===== config.mk =====
export PLATFORM = sky130hd
export DESIGN_NAME = axi_rr_arbiter
export DESIGN_NICKNAME = d
export VERILOG_FILES = /design/src/rtl/axi_rr_arbiter.sv
export SDC_FILE = /design/constraint.sdc
export NUM_CORES = 1
export LEC_CHECK = 0
export ABC_CLOCK_PERIOD_IN_PS = 2110
export BUFFER_PORTS_ARGS = -buffer_cell sky130_fd_sc_hd__buf_2
export CORE_AREA = 2 2 294 296
export CTS_BUF_LIST = sky130_fd_sc_hd__clkbuf_16
export CTS_CLUSTER_DIAMETER = 40
export DETAILED_ROUTE_END_ITERATION = 10
export DIE_AREA = 0 0 296 298
export PLACE_DENSITY_LB_ADDON = 0.2
export RECOVER_POWER = 25
export SKIP_LAST_GASP = 1
export SYNTH_ARGS = -nofsm -noshare
export SYNTH_HDL_FRONTEND = slang
export SYNTH_SLANG_ARGS = --single-unit

===== constraint.sdc =====
create_clock -name clk -period 2.11 [get_ports clk]
set_input_delay 0.211 -clock clk [delete_from_list [all_inputs] [get_ports clk]]
set_output_delay 0.211 -clock clk [all_outputs]
set_load 0.1 [all_outputs]

===== src/rtl/axi_rr_arbiter.sv =====
// Round-robin AXI arbiter: NM masters onto one slave, independent read/write paths, one outstanding each.
// Latency: 1-cycle arbitration then pass-through; backpressure follows slave readies, grant held until response.
module axi_rr_arbiter #(
  parameter int NM = 4,
  parameter int AW = 32,
  parameter int DW = 32
) (
  input  logic               clk,
  input  logic               rst_n,
  // master AR / R
  input  logic [NM*AW-1:0]   m_araddr,
  input  logic [NM*3-1:0]    m_arsize,
  input  logic [NM-1:0]      m_arvalid,
  output logic [NM-1:0]      m_arready,
  output logic [NM*DW-1:0]   m_rdata,
  output logic [NM*2-1:0]    m_rresp,
  output logic [NM-1:0]      m_rvalid,
  input  logic [NM-1:0]      m_rready,
  // master AW / W / B
  input  logic [NM*AW-1:0]   m_awaddr,
  input  logic [NM-1:0]      m_awvalid,
  output logic [NM-1:0]      m_awready,
  input  logic [NM*DW-1:0]   m_wdata,
  input  logic [NM*DW/8-1:0] m_wstrb,
  input  logic [NM-1:0]      m_wvalid,
  output logic [NM-1:0]      m_wready,
  output logic [NM*2-1:0]    m_bresp,
  output logic [NM-1:0]      m_bvalid,
  input  logic [NM-1:0]      m_bready,
  // slave side
  output logic [AW-1:0]      s_araddr,
  output logic [2:0]         s_arsize,
  output logic               s_arvalid,
  input  logic               s_arready,
  input  logic [DW-1:0]      s_rdata,
  input  logic [1:0]         s_rresp,
  input  logic               s_rvalid,
  output logic               s_rready,
  output logic [AW-1:0]      s_awaddr,
  output logic               s_awvalid,
  input  logic               s_awready,
  output logic [DW-1:0]      s_wdata,
  output logic [DW/8-1:0]    s_wstrb,
  output logic               s_wvalid,
  input  logic               s_wready,
  input  logic [1:0]         s_bresp,
  input  logic               s_bvalid,
  output logic               s_bready,
  // debug
  output logic [NM-1:0]      rd_grant,
  output logic [NM-1:0]      wr_grant
);

  localparam int PW = $clog2(NM);
  localparam int SW = DW / 8;
  localparam logic [NM-1:0] ONE = NM'(1);

  typedef enum logic [1:0] {R_IDLE, R_ADDR, R_DATA} rd_state_t;
  typedef enum logic [1:0] {W_IDLE, W_REQ, W_RESP} wr_state_t;

  // First requester at or after ptr, wrapping NM-1 -> 0; lowest offset wins.
  function automatic logic [PW-1:0] rr_pick(input logic [NM-1:0] req, input logic [PW-1:0] ptr);
    int j;
    rr_pick = ptr;
    for (int k = NM - 1; k >= 0; k--) begin
      j = int'(ptr) + k;
      if (j >= NM) j = j - NM;
      if (req[j[PW-1:0]]) rr_pick = j[PW-1:0];
    end
  endfunction

  function automatic logic [PW-1:0] ptr_inc(input logic [PW-1:0] p);
    return (int'(p) == NM - 1) ? '0 : p + PW'(1);
  endfunction

  rd_state_t       rd_state, rd_next;
  wr_state_t       wr_state, wr_next;
  logic [PW-1:0]   rd_ptr, rd_idx, wr_ptr, wr_idx;
  logic            aw_done, w_done;
  logic            r_hs, aw_hs, w_hs, b_hs;

  always_ff @(posedge clk or negedge rst_n) begin
    if (!rst_n) begin
      rd_state <= R_IDLE;
      wr_state <= W_IDLE;
    end else begin
      rd_state <= rd_next;
      wr_state <= wr_next;
    end
  end

  always_ff @(posedge clk or negedge rst_n) begin
    if (!rst_n) begin
      rd_ptr   <= '0;
      rd_idx   <= '0;
      rd_grant <= '0;
    end else if (rd_state == R_IDLE && |m_arvalid) begin
      rd_idx   <= rr_pick(m_arvalid, rd_ptr);
      rd_grant <= ONE << rr_pick(m_arvalid, rd_ptr);
    end else if (r_hs) begin
      rd_ptr   <= ptr_inc(rd_idx);
      rd_grant <= '0;
    end
  end

  always_ff @(posedge clk or negedge rst_n) begin
    if (!rst_n) begin
      wr_ptr   <= '0;
      wr_idx   <= '0;
      wr_grant <= '0;
      aw_done  <= 1'b0;
      w_done   <= 1'b0;
    end else if (wr_state == W_IDLE && |m_awvalid) begin
      wr_idx   <= rr_pick(m_awvalid, wr_ptr);
      wr_grant <= ONE << rr_pick(m_awvalid, wr_ptr);
    end else if (b_hs) begin
      wr_ptr   <= ptr_inc(wr_idx);
      wr_grant <= '0;
      aw_done  <= 1'b0;
      w_done   <= 1'b0;
    end else begin
      if (aw_hs) aw_done <= 1'b1;
      if (w_hs)  w_done  <= 1'b1;
    end
  end

  always_comb begin
    rd_next   = rd_state;
    r_hs      = 1'b0;
    s_araddr  = '0;
    s_arsize  = 3'b010;
    s_arvalid = 1'b0;
    s_rready  = 1'b0;
    m_arready = '0;
    m_rdata   = '0;
    m_rresp   = '0;
    m_rvalid  = '0;
    case (rd_state)
      R_IDLE: if (|m_arvalid) rd_next = R_ADDR;
      R_ADDR: begin
        s_araddr          = m_araddr[rd_idx*AW +: AW];
        s_arsize          = m_arsize[rd_idx*3 +: 3];
        s_arvalid         = m_arvalid[rd_idx];
        m_arready[rd_idx] = s_arready;
        if (m_arvalid[rd_idx] && s_arready) rd_next = R_DATA;
      end
      R_DATA: begin
        m_rdata[rd_idx*DW +: DW] = s_rdata;
        m_rresp[rd_idx*2 +: 2]   = s_rresp;
        m_rvalid[rd_idx]         = s_rvalid;
        s_rready                 = m_rready[rd_idx];
        r_hs                     = s_rvalid && m_rready[rd_idx];
        if (r_hs) rd_next = R_IDLE;
      end
      default: rd_next = R_IDLE;
    endcase
  end

  // AW and W forward independently; a finished channel stays quiet until B completes.
  always_comb begin
    wr_next   = wr_state;
    aw_hs     = 1'b0;
    w_hs      = 1'b0;
    b_hs      = 1'b0;
    s_awaddr  = '0;
    s_awvalid = 1'b0;
    s_wdata   = '0;
    s_wstrb   = '0;
    s_wvalid  = 1'b0;
    s_bready  = 1'b0;
    m_awready = '0;
    m_wready  = '0;
    m_bresp   = '0;
    m_bvalid  = '0;
    case (wr_state)
      W_IDLE: if (|m_awvalid) wr_next = W_REQ;
      W_REQ: begin
        s_awaddr = m_awaddr[wr_idx*AW +: AW];
        s_wdata  = m_wdata[wr_idx*DW +: DW];
        s_wstrb  = m_wstrb[wr_idx*SW +: SW];
        if (!aw_done) begin
          s_awvalid         = m_awvalid[wr_idx];
          m_awready[wr_idx] = s_awready;
          aw_hs             = m_awvalid[wr_idx] && s_awready;
        end
        if (!w_done) begin
          s_wvalid         = m_wvalid[wr_idx];
          m_wready[wr_idx] = s_wready;
          w_hs             = m_wvalid[wr_idx] && s_wready;
        end
        if ((aw_done || aw_hs) && (w_done || w_hs)) wr_next = W_RESP;
      end
      W_RESP: begin
        m_bresp[wr_idx*2 +: 2] = s_bresp;
        m_bvalid[wr_idx]       = s_bvalid;
        s_bready               = m_bready[wr_idx];
        b_hs                   = s_bvalid && m_bready[wr_idx];
        if (b_hs) wr_next = W_IDLE;
      end
      default: wr_next = W_IDLE;
    endcase
  end

endmodule


* Yosys cells after proc, flatten, opt, wreduce, memory -nomap -nowiden *
Index checks and enable logic that the tools add are counted.

storage, ports and cells
  input port bits = 475
  logic and storage cells = 215
  register bits = 22

cells by class
  reductions and logical operators = 26
  add/subtract/negate cells = 19
  bitwise operators = 10
  shifts and indexed selects = 13
  multipliers = 1
  muxes and demuxes = 104
  $lt $le $gt $ge = 20
  equal/unequal tests = 12

operator list
  kind                                                      number
  indexed part select 128 x 8 -> 32 bit                     3
  AND 128 bit                                               1
  2-to-1 mux 128 bit                                        1
  variable shift 32 x 34 -> 128 bit, first input constant   1
  indexed part select 32 x 34 -> 128 bit                    1
  2-to-1 mux 32 bit                                         3
  2-to-1 mux 2 bit                                          34
  negation 3 -> 34 bit                                      2
  variable shift 2 x 34 -> 8 bit, first input constant      2
  indexed part select 2 x 34 -> 8 bit                       2
  2-to-1 mux 4 bit                                          12
  2-to-1 mux 1 bit                                          34
  negation 7 -> 34 bit                                      1
  < comparator 2 x 3 -> 1 bit, second input constant        10
  binary-select mux 1 bit (select 2 bit)                    13
  AND 4 bit                                                 5
  greater-or-equal comparator 3 bit, second input constant  6
  AND 8 bit                                                 2
  2-to-1 mux 8 bit                                          2
  indexed part select 16 x 5 -> 4 bit                       1
  subtractor 2 x 1 -> 2 bit, second input constant          8
  adder 2 x 2 -> 3 bit, second input constant               4
  case mux 2 bit (3 select lines)                           2
  indexed part select 12 x 5 -> 3 bit                       1
  20 further kinds                                          54

* Longest topological paths before layout *
Gate-level depths: netlist (run 1).

  word-level depth = 13
  depth in mapped cells = 8

* Least setup slack after synthesis (run 1) *
Ideal clock, no wire load.

  path type = flip-flop to output port
  from = reg wr_idx[0]
  to = out s_wvalid
  data arrival time = 2.970 ns
  path slack = -1.071 ns
  path buffers = 0
  data required time = 1.899 ns
  stages on the path, launching flop included = 3
  cells stage by stage = dfrtp_1 > mux4_2 > nor3b_1

on the way
  cells in the longest elaborated chain, start to end = 4

ends and longest elaborated chain
  element                                 line  RTL
  start, declared                         78    logic [PW-1:0] rd_ptr, rd_idx, wr_ptr, wr_idx;
  start signal, assigned                  114   wr_idx <= rr_pick(m_awvalid, wr_ptr);
  binary-select mux 1 bit (select 2 bit)  187   s_wvalid = m_wvalid[wr_idx];
  2-to-1 mux 1 bit (implied by the code)  187
  2-to-1 mux 1 bit                        186   if (!w_done) begin
  2-to-1 mux 1 bit                        175   case (wr_state)
  end, declared                           44    output logic s_wvalid,

Every way passes these cells. The select of a mux whose other input is x is not followed.

* Final worst setup path (run 1) *
  from = reg rd_idx[0]
  to = out s_araddr[22]

on the way
  cells in the longest elaborated chain, start to end = 2

ends and longest elaborated chain
  element                                line  RTL
  start, declared                        78
  start signal, assigned                 98    rd_idx <= rr_pick(m_arvalid, rd_ptr);
  indexed part select 128 x 8 -> 32 bit  141   s_araddr = m_araddr[rd_idx*AW +: AW];
  2-to-1 mux 32 bit                      138   case (rd_state)
  end, declared                          31    output logic [AW-1:0] s_araddr,

Every way passes these cells.

==> results of run 1 <==
## power groups by stage
stage	registers [uW]	logic, uW	clock network [uW]
floorplan	1170	12400	0
global placement	880	17500	0
detailed placement	889	17500	0
CTS	894	20600	674
global route	920	23400	680
finish	884	22600	610
## worst max-delay path by stage
stage	from	endpoint	slack (ns)	cells after the start
2_1_floorplan	rd_idx[1]	m_rdata[66]	-0.09	8
3_3_place_gp	rd_idx[0]	m_rdata[126]	-0.03	7
3_5_place_dp	wr_idx[0]	wr_grant[2]	-0.008	6
4_1_cts	wr_idx[0]	s_awaddr[0]	-0.21	5
5_1_grt	rd_idx[0]	m_rdata[64]	-0.26	9
6_report	rd_idx[0]	s_araddr[22]	-0.20	7
## through the flow
stage	power (uW)	worst slack [ns]	setup TNS [ns]	hold slack, ns	std cells
after floorplan	13500	-0.0853	-3.25	-0.0846	572
after global placement	18300	-0.0319	-0.453	0.344	2458
after detailed placement	18400	-0.00806	-0.0156	0.351	2458
after CTS	22200	-0.214	-40.24	0.0201	2506
after global routing	25000	-0.259	-44.82	0.271	2530
final	24100	-0.198	-22.47	0.254	2532
## registers in the layout (all words and copies together) (netlist names)
| name | cells |
|---|---|
| rd_grant | 4 |
| wr_grant | 4 |
| rd_idx | 2 |
| rd_ptr | 2 |
| rd_state | 2 |
| wr_idx | 2 |
| wr_ptr | 2 |
| wr_state | 2 |
| aw_done | 1 |
| w_done | 1 |
## layout make-up
type	instances	area, um^2
fillers	9328	67700
repair buffers	858	9240
multi-input cells	492	5800
well taps	1144	1430
flip-flops and latches	22	561
clock buffers	3	75.1
inverters	7	46.3
clock inverters	1	30.0
diodes	5	12.5
## layout by cell type (no fill, tap or decap), types with 3 or more instances in the layout
master                      instances
sky130_fd_sc_hd__a21oi_1            8
sky130_fd_sc_hd__a22o_1             3
sky130_fd_sc_hd__and2_1            15
sky130_fd_sc_hd__and2_2            10
sky130_fd_sc_hd__and2_4           228
sky130_fd_sc_hd__and3_1             8
sky130_fd_sc_hd__and3_4             5
sky130_fd_sc_hd__buf_12           286
sky130_fd_sc_hd__buf_16            10
sky130_fd_sc_hd__buf_2            482
sky130_fd_sc_hd__buf_4             43
sky130_fd_sc_hd__buf_6             19
sky130_fd_sc_hd__buf_8             10
sky130_fd_sc_hd__clkbuf_16          8
sky130_fd_sc_hd__dfrtp_1           18
sky130_fd_sc_hd__diode_2            5
sky130_fd_sc_hd__ha_1               3
sky130_fd_sc_hd__ha_4               6
sky130_fd_sc_hd__inv_1              3
sky130_fd_sc_hd__mux4_2           108
sky130_fd_sc_hd__nand2_1           11
sky130_fd_sc_hd__nand2b_1           5
sky130_fd_sc_hd__nand3_1            5
sky130_fd_sc_hd__nor2_1             3
sky130_fd_sc_hd__nor2_4             4
sky130_fd_sc_hd__nor2b_1            3
sky130_fd_sc_hd__nor2b_4            3
sky130_fd_sc_hd__nor3b_1            3
sky130_fd_sc_hd__o21ai_1            3
sky130_fd_sc_hd__o21bai_1           3
sky130_fd_sc_hd__o22a_1             3
sky130_fd_sc_hd__o31ai_1            6
## timing repair
item,in CTS,in global routing
gates cloned,14,6
gates resized for setup,264,259
pin swaps,10,13
setup buffers,30,21
setup endpoints to repair,265,277
## kinds of logic (layout without fill, tap and decap cells)
family                     count (synthesis)  in the layout
and+or+nand+nor                          327            327
muxes                                    110            110
buffers and inverters                     58            869
AOI/OAI and AO/OA                         44             44
DFF                                       22             22
adders and majority gates                 11             11
other                                      0              5
## metal layers
metal  vias to the layer above  GRT usage (%)  routed length [um]
li1                       3751              -                   -
met1                      4123           11.6               18300
met2                       476           20.9               27700
met3                        51           2.42                3800
met4                         6           3.15                1360
met5                         -              0                  35
==> impl_metrics.toml, run 1 <==
[synthesis]
synth_largest_area_cell = "sky130_fd_sc_hd__mux4_2"
synth_compound_gate_area_share_pct = 5.41
synth.cells.most_frequent = "sky130_fd_sc_hd__and2_1, sky130_fd_sc_hd__mux4_2, sky130_fd_sc_hd__clkbuf_1, sky130_fd_sc_hd__dfrtp_1, sky130_fd_sc_hd__buf_2"
synth-simple-area-share_pct = 35.2
syn-mean-instance-area_um2 = 10.1
ys_warn_count = 0
synth_seq_cells = 22
synth_seq_area_share_pct = 9.56
xor_and_xnor_fraction_of_the_mapped_netlist_area_pct = 0
syn_inst = 572
syn-num-nets = 1058
synth_enable_flop_cells = 0
synthAdderAreaFrac_pct = 2.39
synth_area_um2 = 5760
ys_types = 47
synth_area_leaders = "sky130_fd_sc_hd__mux4_2, sky130_fd_sc_hd__and2_1, sky130_fd_sc_hd__dfrtp_1"
async_flop_share_pct = 100
main_combinational_cell_family_by_area_after_synthesis = "multiplexers"
synth.most_common_cell = "sky130_fd_sc_hd__and2_1"
yosys-mux-area-fraction_pct = 42.6
netlist.area_leader.share_pct = 42.2
ys.flop_type = "sky130_fd_sc_hd__dfrtp_1"

[hold_path]
worstHoldPathCells = 2
worstHoldStart = "s_arready"
min_delay_worst_endpoint = "rd_state[1]"
min-delay-path-class = "in -> reg"

[placed_design]
gp_routability_congestion = 0.962
placed_cell_area_um2 = 14500
dp.final_hpwl_um = 41900
io_buffer_count = 754

[routing]
avgViaCountPerCell = 3.32
post-route-drc-count = 0
totalWireLength_um = 51300
detailroute.via_count = 8407
post_drt_wl_per_cell_um = 20.2
detail_route.iter0.violations = 339
drt-pass1-iter-count = 4
antenna_left = 0

[timing]
timing.fmax_ghz = 0.433
fin_crit_period_ns = 2.31
final.setup.worst_slack_ns = -0.198
maxSlewViolCount = 23
setup-violations-final = 252
hold_fails_final_rpt = 0
slew_headroom_pct = -27.0
rsz0062_at_grt = "true"
timing_worst_slew_pin_value_ns = 1.90
skew_ns = 0.00307
min_period_over_period_pct = 109

[global_routing]
first_pass_grt_wire_length_um = 68000
antenna_violations_before_repair = 11
gr-usage-all-layers_pct = 10.9
via_count_of_the_first_global_routing_pass = 9091
grt_overflow = 0
grt_start_max_net_pins = 72

[power_and_ir_drop]
power_density_nw_per_um2 = 1400
combPwrFrac_pct = 93.8
swShare_pct = 57.6
power_leakage_uw = 0.00739
power.sequential.fraction_pct = 3.7
pwr-share-clk_pct = 2.5
peakVddDrop_mv = 1.13
internal-power_uw = 10200
power.net_switching_uw = 13900

[worst_setup_path]
ff2ff_path_depth = 6
critical_path_required_ns = 1.90
worst_r2r_startpoint = "wr_idx[0]"
r2r_end = "wr_state[1]"
data_arrival_critical_path_ns = 2.10
rrSetupSlack_ns = -0.03
cp_num_buf_inv = 5
endpoint_kind = "output port"
timing.critical_path.fanout_max = 4
critical_path_cell_list = "buf_12, buf_4, clkbuf_16, buf_4, mux4_2, and2_4, buf_12"
cp_top_family = "buffers and inverters"
critical_path.slowest_cell = "sky130_fd_sc_hd__dfrtp_2"
cp-start-kind = "flip-flop"
worstSetupPathType = "reg -> out"
max_stage_delay_ns = 0.45

[finish]
finalNetCount = 1870
layout-area-overhead-vs-synth_pct = 199
post_route_cells_drive_above_1_share_pct = 90.9
final_core_util_pct = 20.3
finalInstanceArea_um2 = 17200

[floorplanning]
die_y_um = 298
floorplan.die.width_um = 296
floorplan.core_area_um2 = 84900
start_util_pct = 6.79
design.portCount = 755
fp.dieArea_um2 = 88200
rows = 107

[clocking]
cts_hold_buf = 0
cts_buffer_depth = 2
clock_insertion_delay_at_the_later_pin_of_the_skew_report_ns = 0.28
cts-htree-levels = 1
tritoncts = "built"
numCtsBuffers = 3
clock_sink_count = 22
cts_root_buffer = "sky130_fd_sc_hd__clkbuf_16"
cts.clk_slew.worst_paths_ns = 0.08

[status]
failed_checks = "capacitance limit, slew limit, setup timing"
run_status = "finished, violations left"

[job]
timing.max_cap.violations = 1
Note: power is estimated with default switching activity, not from simulation.
==> inputs of run 2 (changes only) <==
RECOVER_POWER = 50   (was 25)
==> run 2 against run 1 <==
Critical path depth did not move. Fmax about the same. Setup slack worse by 0.0011 ns. Clock power is essentially flat. Count of clock-buffer cells in the layout stayed put. Worst hold slack hardly changed. Critical path type unchanged. Sequential power about the same. First-iteration DRC count is 1.8% higher. Global-route usage is the same. Die area stayed put. Sequential share of layout area hardly changed. Highest routed layer unchanged. The flow still finishes with violations (capacitance limit, slew limit, setup timing).
==> impl_metrics.toml, run 2 (synthesis results as in run 1) <==
[worst_setup_path]
critical_path.slowest_cell = "sky130_fd_sc_hd__dfrtp_2"
cp_num_buf_inv = 5
r2r_end = "wr_state[1]"
rrSetupSlack_ns = -0.03
worst_r2r_startpoint = "wr_idx[0]"
timing.critical_path.fanout_max = 4
critical_path_required_ns = 1.90
worstSetupPathType = "reg -> out"
cp_top_family = "buffers and inverters"
data_arrival_critical_path_ns = 2.10
max_stage_delay_ns = 0.45
ff2ff_path_depth = 6
cp-start-kind = "flip-flop"
endpoint_kind = "output port"
critical_path_cell_list = "buf_12, buf_4, clkbuf_16, buf_4, mux4_2, and2_4, buf_12"

[clocking]
cts.clk_slew.worst_paths_ns = 0.08
cts-htree-levels = 1
cts_root_buffer = "sky130_fd_sc_hd__clkbuf_16"
cts_hold_buf = 0
cts_buffer_depth = 2
clock_sink_count = 22
tritoncts = "built"
clock_insertion_delay_at_the_later_pin_of_the_skew_report_ns = 0.28
numCtsBuffers = 3

[power_and_ir_drop]
power.sequential.fraction_pct = 3.7
swShare_pct = 57.6
internal-power_uw = 10200
totalPowerFinal_uw = 24100
power.net_switching_uw = 13900
peakVddDrop_mv = 1.13
combPwrFrac_pct = 93.8
power_leakage_uw = 0.00738
power_density_nw_per_um2 = 1400
pwr-share-clk_pct = 2.5

[finish]
multi_input_area_um2 = 5800
final_core_util_pct = 20.3
finalNetCount = 1870
layout.area.seq_um2 = 561
fillers = 9329
finalInstanceArea_um2 = 17200
layout-area-overhead-vs-synth_pct = 199
largestRegisters = "rd_grant (4), wr_grant (4)"
layout.cells.most_common = "sky130_fd_sc_hd__buf_2"
post_route_cells_drive_above_1_share_pct = 90.7
layout_common_cells = "sky130_fd_sc_hd__buf_2, sky130_fd_sc_hd__buf_12, sky130_fd_sc_hd__and2_4, sky130_fd_sc_hd__mux4_2, sky130_fd_sc_hd__buf_4"

[global_routing]
first_pass_grt_wire_length_um = 68000
grt_overflow = 0
gr-usage-all-layers_pct = 10.9
grt_start_max_net_pins = 72
via_count_of_the_first_global_routing_pass = 9091
antenna_violations_before_repair = 11

[floorplanning]
floorplan.core_area_um2 = 84900
start_util_pct = 6.79
design.portCount = 755
die_y_um = 298
rows = 107
fp.dieArea_um2 = 88200
floorplan.die.width_um = 296

[timing]
final.setup.worst_slack_ns = -0.199
setup-violations-final = 252
slew_headroom_pct = -25.7
timing.hold.ws_ns = 0.254
hold_fails_final_rpt = 0
fin_crit_period_ns = 2.31
min_period_over_period_pct = 109
maxSlewViolCount = 23
skew_ns = 0.00251
timing_worst_slew_pin_value_ns = 1.89
rsz0062_at_grt = "true"
timing.fmax_ghz = 0.433

[hold_path]
min-delay-path-class = "in -> reg"
min_delay_worst_endpoint = "rd_state[1]"
worstHoldPathCells = 2
worstHoldStart = "s_arready"

[routing]
post_drt_wl_per_cell_um = 20.2
drt-pass1-iter-count = 4
post-route-drc-count = 0
totalWireLength_um = 51200
detailroute.via_count = 8417
detail_route.iter0.violations = 345
antenna_left = 0
avgViaCountPerCell = 3.32

[placed_design]
placed_cell_area_um2 = 14500
dp.final_hpwl_um = 41900
pre_cts_slack_ns = -0.00806
io_buffer_count = 754
gp_routability_congestion = 0.962

[status]
run_status = "finished, violations left"
failed_checks = "capacitance limit, slew limit, setup timing"

[job]
timing.max_cap.violations = 1
-- run 2: cell count changes in the layout (fill, tap and decap cells not counted) --
cell / previous run / this run
sky130_fd_sc_hd__buf_2: 482 / 474
sky130_fd_sc_hd__o21ai_1: 3 / 1
sky130_fd_sc_hd__clkbuf_2: 0 / 6
sky130_fd_sc_hd__buf_1: 0 / 1
sky130_fd_sc_hd__clkbuf_1: 1 / 2
sky130_fd_sc_hd__o21ai_0: 2 / 4
-- run 2: worst max-delay path by stage --
stage | from | endpoint | slack [ns] | cells after the start
6_report | rd_idx[0] | s_araddr[22] | -0.20 | 7
5_1_grt | rd_idx[0] | m_rdata[64] | -0.26 | 9
4_1_cts | wr_idx[0] | s_awaddr[0] | -0.21 | 5
3_5_place_dp | wr_idx[0] | wr_grant[2] | -0.008 | 6
3_3_place_gp | rd_idx[0] | m_rdata[126] | -0.03 | 7
2_1_floorplan | rd_idx[1] | m_rdata[66] | -0.09 | 8
-- run 2: area by class of cell --
cell class | count | area share [%]
diodes | 5 | 0.0728
flip-flops and latches | 22 | 3.26
clock buffers | 3 | 0.437
clock inverters | 1 | 0.175
repair buffers | 858 | 53.7
inverters | 7 | 0.269
well taps | 1144 | 8.32
multi-input cells | 492 | 33.7
-- run 2: layer usage --
metal	wire length, um	global-route usage [%]	vias to the layer above
met3	3870	2.42	55
met4	1540	3.15	6
li1	-	-	3752
met5	35	0	-
met2	27500	20.9	490
met1	18200	11.6	4114
-- run 2: power groups by stage --
stage | Combinational, uW | Clock (uW) | Sequential [uW]
floorplan | 12400 | 0 | 1170
global route | 23400 | 680 | 922
global placement | 17500 | 0 | 880
CTS | 20600 | 674 | 894
finish | 22600 | 611 | 886
detailed placement | 17500 | 0 | 889
-- run 2: timing repair --
item / in CTS / in global routing
cloned: 14 / 6
resized for setup: 264 / 259
setup endpoints to repair: 265 / 277
pin swaps: 10 / 13
endpoints found under the hold margin: 0 / 0
buffers inserted: 30 / 21
-- run 2: per-stage QoR --
step	TNS, ns	cells
after detailed placement	-0.0156	2458
final	-22.55	2532
after floorplan	-3.25	572
after global routing	-44.82	2530
after global placement	-0.453	2458
after CTS	-40.24	2506
-- run 2: worst reg2reg max path: stages, from the launching register on --
cell and delay (ns):
sky130_fd_sc_hd__dfrtp_4 0.54, sky130_fd_sc_hd__buf_12 0.16, sky130_fd_sc_hd__buf_16 0.16, sky130_fd_sc_hd__mux4_2 0.56
sky130_fd_sc_hd__and2_4 0.18, sky130_fd_sc_hd__o22a_1 0.22, sky130_fd_sc_hd__a22o_1 0.21
==> inputs of run 3 (changes only) <==
BUFFER_PORTS_ARGS = -buffer_cell sky130_fd_sc_hd__buf_4   (was -buffer_cell sky130_fd_sc_hd__buf_2)
CAP_MARGIN = 20   (was unset)
==> run 3 against run 2 <==
The flow finishes with violations (setup timing). Combinational power is 19% lower. Cell count decreased by 0.87%. Critical endpoint is now m_rdata[79]. Die area stayed put. Clock skew hardly changed.
==> impl_metrics.toml, run 3 (synthesis results as in run 1) <==
[status]
run_status = "finished, violations left"
failed_checks = "setup timing"

[routing]
post_drt_wl_per_cell_um = 20.4
avgViaCountPerCell = 3.30
detail_route.iter0.violations = 278
totalWireLength_um = 51300
drt-pass1-iter-count = 4
post-route-drc-count = 0
antenna_left = 0
detailroute.via_count = 8272

[finish]
fillers = 9433
layout_common_cells = "sky130_fd_sc_hd__buf_4, sky130_fd_sc_hd__and2_4, sky130_fd_sc_hd__and2_1, sky130_fd_sc_hd__mux4_2, sky130_fd_sc_hd__buf_12"
instances_no_fill = 2510
largestRegisters = "rd_grant (4), wr_grant (4)"
finalNetCount = 1851
post_route_cells_drive_above_1_share_pct = 82.8
finalInstanceArea_um2 = 15800
layout.cells.most_common = "sky130_fd_sc_hd__buf_4"
layout-area-overhead-vs-synth_pct = 174

[global_routing]
via_count_of_the_first_global_routing_pass = 8516
gr-usage-all-layers_pct = 10.2
grt_start_max_net_pins = 44
antenna_violations_before_repair = 4
first_pass_grt_wire_length_um = 63700
grt_overflow = 0

[timing]
rsz0062_at_grt = "true"
timing.fmax_ghz = 0.438
timing.hold.ws_ns = 0.179
hold_fails_final_rpt = 0
timing_worst_slew_pin_value_ns = 0.790
maxSlewViolCount = 0
min_period_over_period_pct = 108
fin_crit_period_ns = 2.28
setup-violations-final = 234
final.setup.worst_slack_ns = -0.175
skew_ns = 0.00279
slew_headroom_pct = 47.3

[worst_setup_path]
timing.critical_path.fanout_max = 8
critical_path.slowest_cell = "sky130_fd_sc_hd__dfrtp_2"
data_arrival_critical_path_ns = 2.07
worstSetupPathType = "reg -> out"
cp-start-kind = "flip-flop"
critical_path_cell_list = "inv_6, ha_4, buf_6, nor4_4, buf_6, clkbuf_16, and2_4, buf_12"
max_stage_delay_ns = 0.43
critical_path_required_ns = 1.90
endpoint_kind = "output port"
timing.critical_path.mode_cell = "sky130_fd_sc_hd__buf_6"

[clocking]
tritoncts = "built"
cts-htree-levels = 1
clock_sink_count = 22
cts_buffer_depth = 2
numCtsBuffers = 3
cts.clk_slew.worst_paths_ns = 0.08
clock_insertion_delay_at_the_later_pin_of_the_skew_report_ns = 0.28
cts_root_buffer = "sky130_fd_sc_hd__clkbuf_16"

[placed_design]
dp.final_hpwl_um = 42600
io_buffer_count = 754
placedCellCount = 2467
placed_cell_area_um2 = 13600
gp_routability_congestion = 0.902

[floorplanning]
rows = 107
start_util_pct = 6.79
floorplan.core_area_um2 = 84900
fp.dieArea_um2 = 88200
die_y_um = 298
floorplan.die.width_um = 296
design.portCount = 755

[job]
timing.max_cap.violations = 0

[power_and_ir_drop]
peakVddDrop_mv = 1.30
power_leakage_uw = 0.00698
totalPowerFinal_uw = 19500
power_density_nw_per_um2 = 1240

[hold_path]
min-delay-path-class = "in -> reg"
==> run 3: final timing paths <==
path                              from  cells after the start          end  slack (ns)
setup / recovery             rd_idx[1]                      8  m_rdata[79]       -0.17
hold / removal                s_bvalid                      2      aw_done        0.18
setup reg to reg             wr_idx[0]                      5  wr_state[1]        0.12
hold reg to reg            rd_grant[0]                      1  rd_grant[0]        0.49
max in group asynchronous        rst_n                      2    wr_idx[0]        0.96
min in group asynchronous        rst_n                      2    wr_ptr[0]        0.58
==> run 3: layer usage <==
| layer | GRT usage [%] | wire length (um) | up-vias |
|---|---|---|---|
| li1 | - | - | 3713 |
| met1 | 10.5 | 17700 | 4033 |
| met2 | 19.8 | 28100 | 472 |
| met3 | 2.50 | 3730 | 52 |
| met4 | 3.13 | 1800 | 2 |
| met5 | 0 | 13 | - |
==> run 3: worst max-delay path: cells and delay by family, from the launching register on <==
family | cells | cell delay, ns
flops | 1 | 0.43
buf+inv | 5 | 0.77
simple gates | 2 | 0.44
fa+ha+maj | 1 | 0.17
==> run 3: where the power goes <==
group / leakage (uW) / switching (uW) / internal (uW)
Combinational: 0.00667 / 12400 / 5840
Clock: 0.0000385 / 193 / 255
Sequential: 0.000272 / 236 / 621
==> run 3: area by class of cell <==
cell class	instances	area, um^2	area share, %
timing repair buffer	839	8210	52.0
multi-input combinational	492	5460	34.6
tap	1144	1430	9.07
sequential	22	561	3.55
clock buffer	3	75.1	0.476
inverter	7	36.3	0.230
antenna	2	5.00	0.0317
clock inverter	1	3.75	0.0238
==> run 3: metrics by stage <==
| stage | utilization [%] | setup WS [ns] | TNS, ns |
|---|---|---|---|
| 5_1_grt | 18.6 | -0.276 | -43.59 |
| 4_1_cts | 16.7 | -0.222 | -45.43 |
| 3_3_place_gp | 16.0 | -0.00335 | -0.00335 |
| 6_report | 18.6 | -0.175 | -21.38 |
| 3_5_place_dp | 16.0 | -0.00345 | -0.00573 |
| 2_1_floorplan | - | -0.0853 | -3.25 |
==> run 3: repair_timing <==
item / in CTS / in global routing
endpoints found under the setup margin: 247 / 265
pin swaps: 0 / 12
hold endpoints to repair: 22 / 0
gates cloned: 2 / 16
gates resized for setup: 95 / 304
setup buffers: 6 / 14
hold buffers: 1 / 0
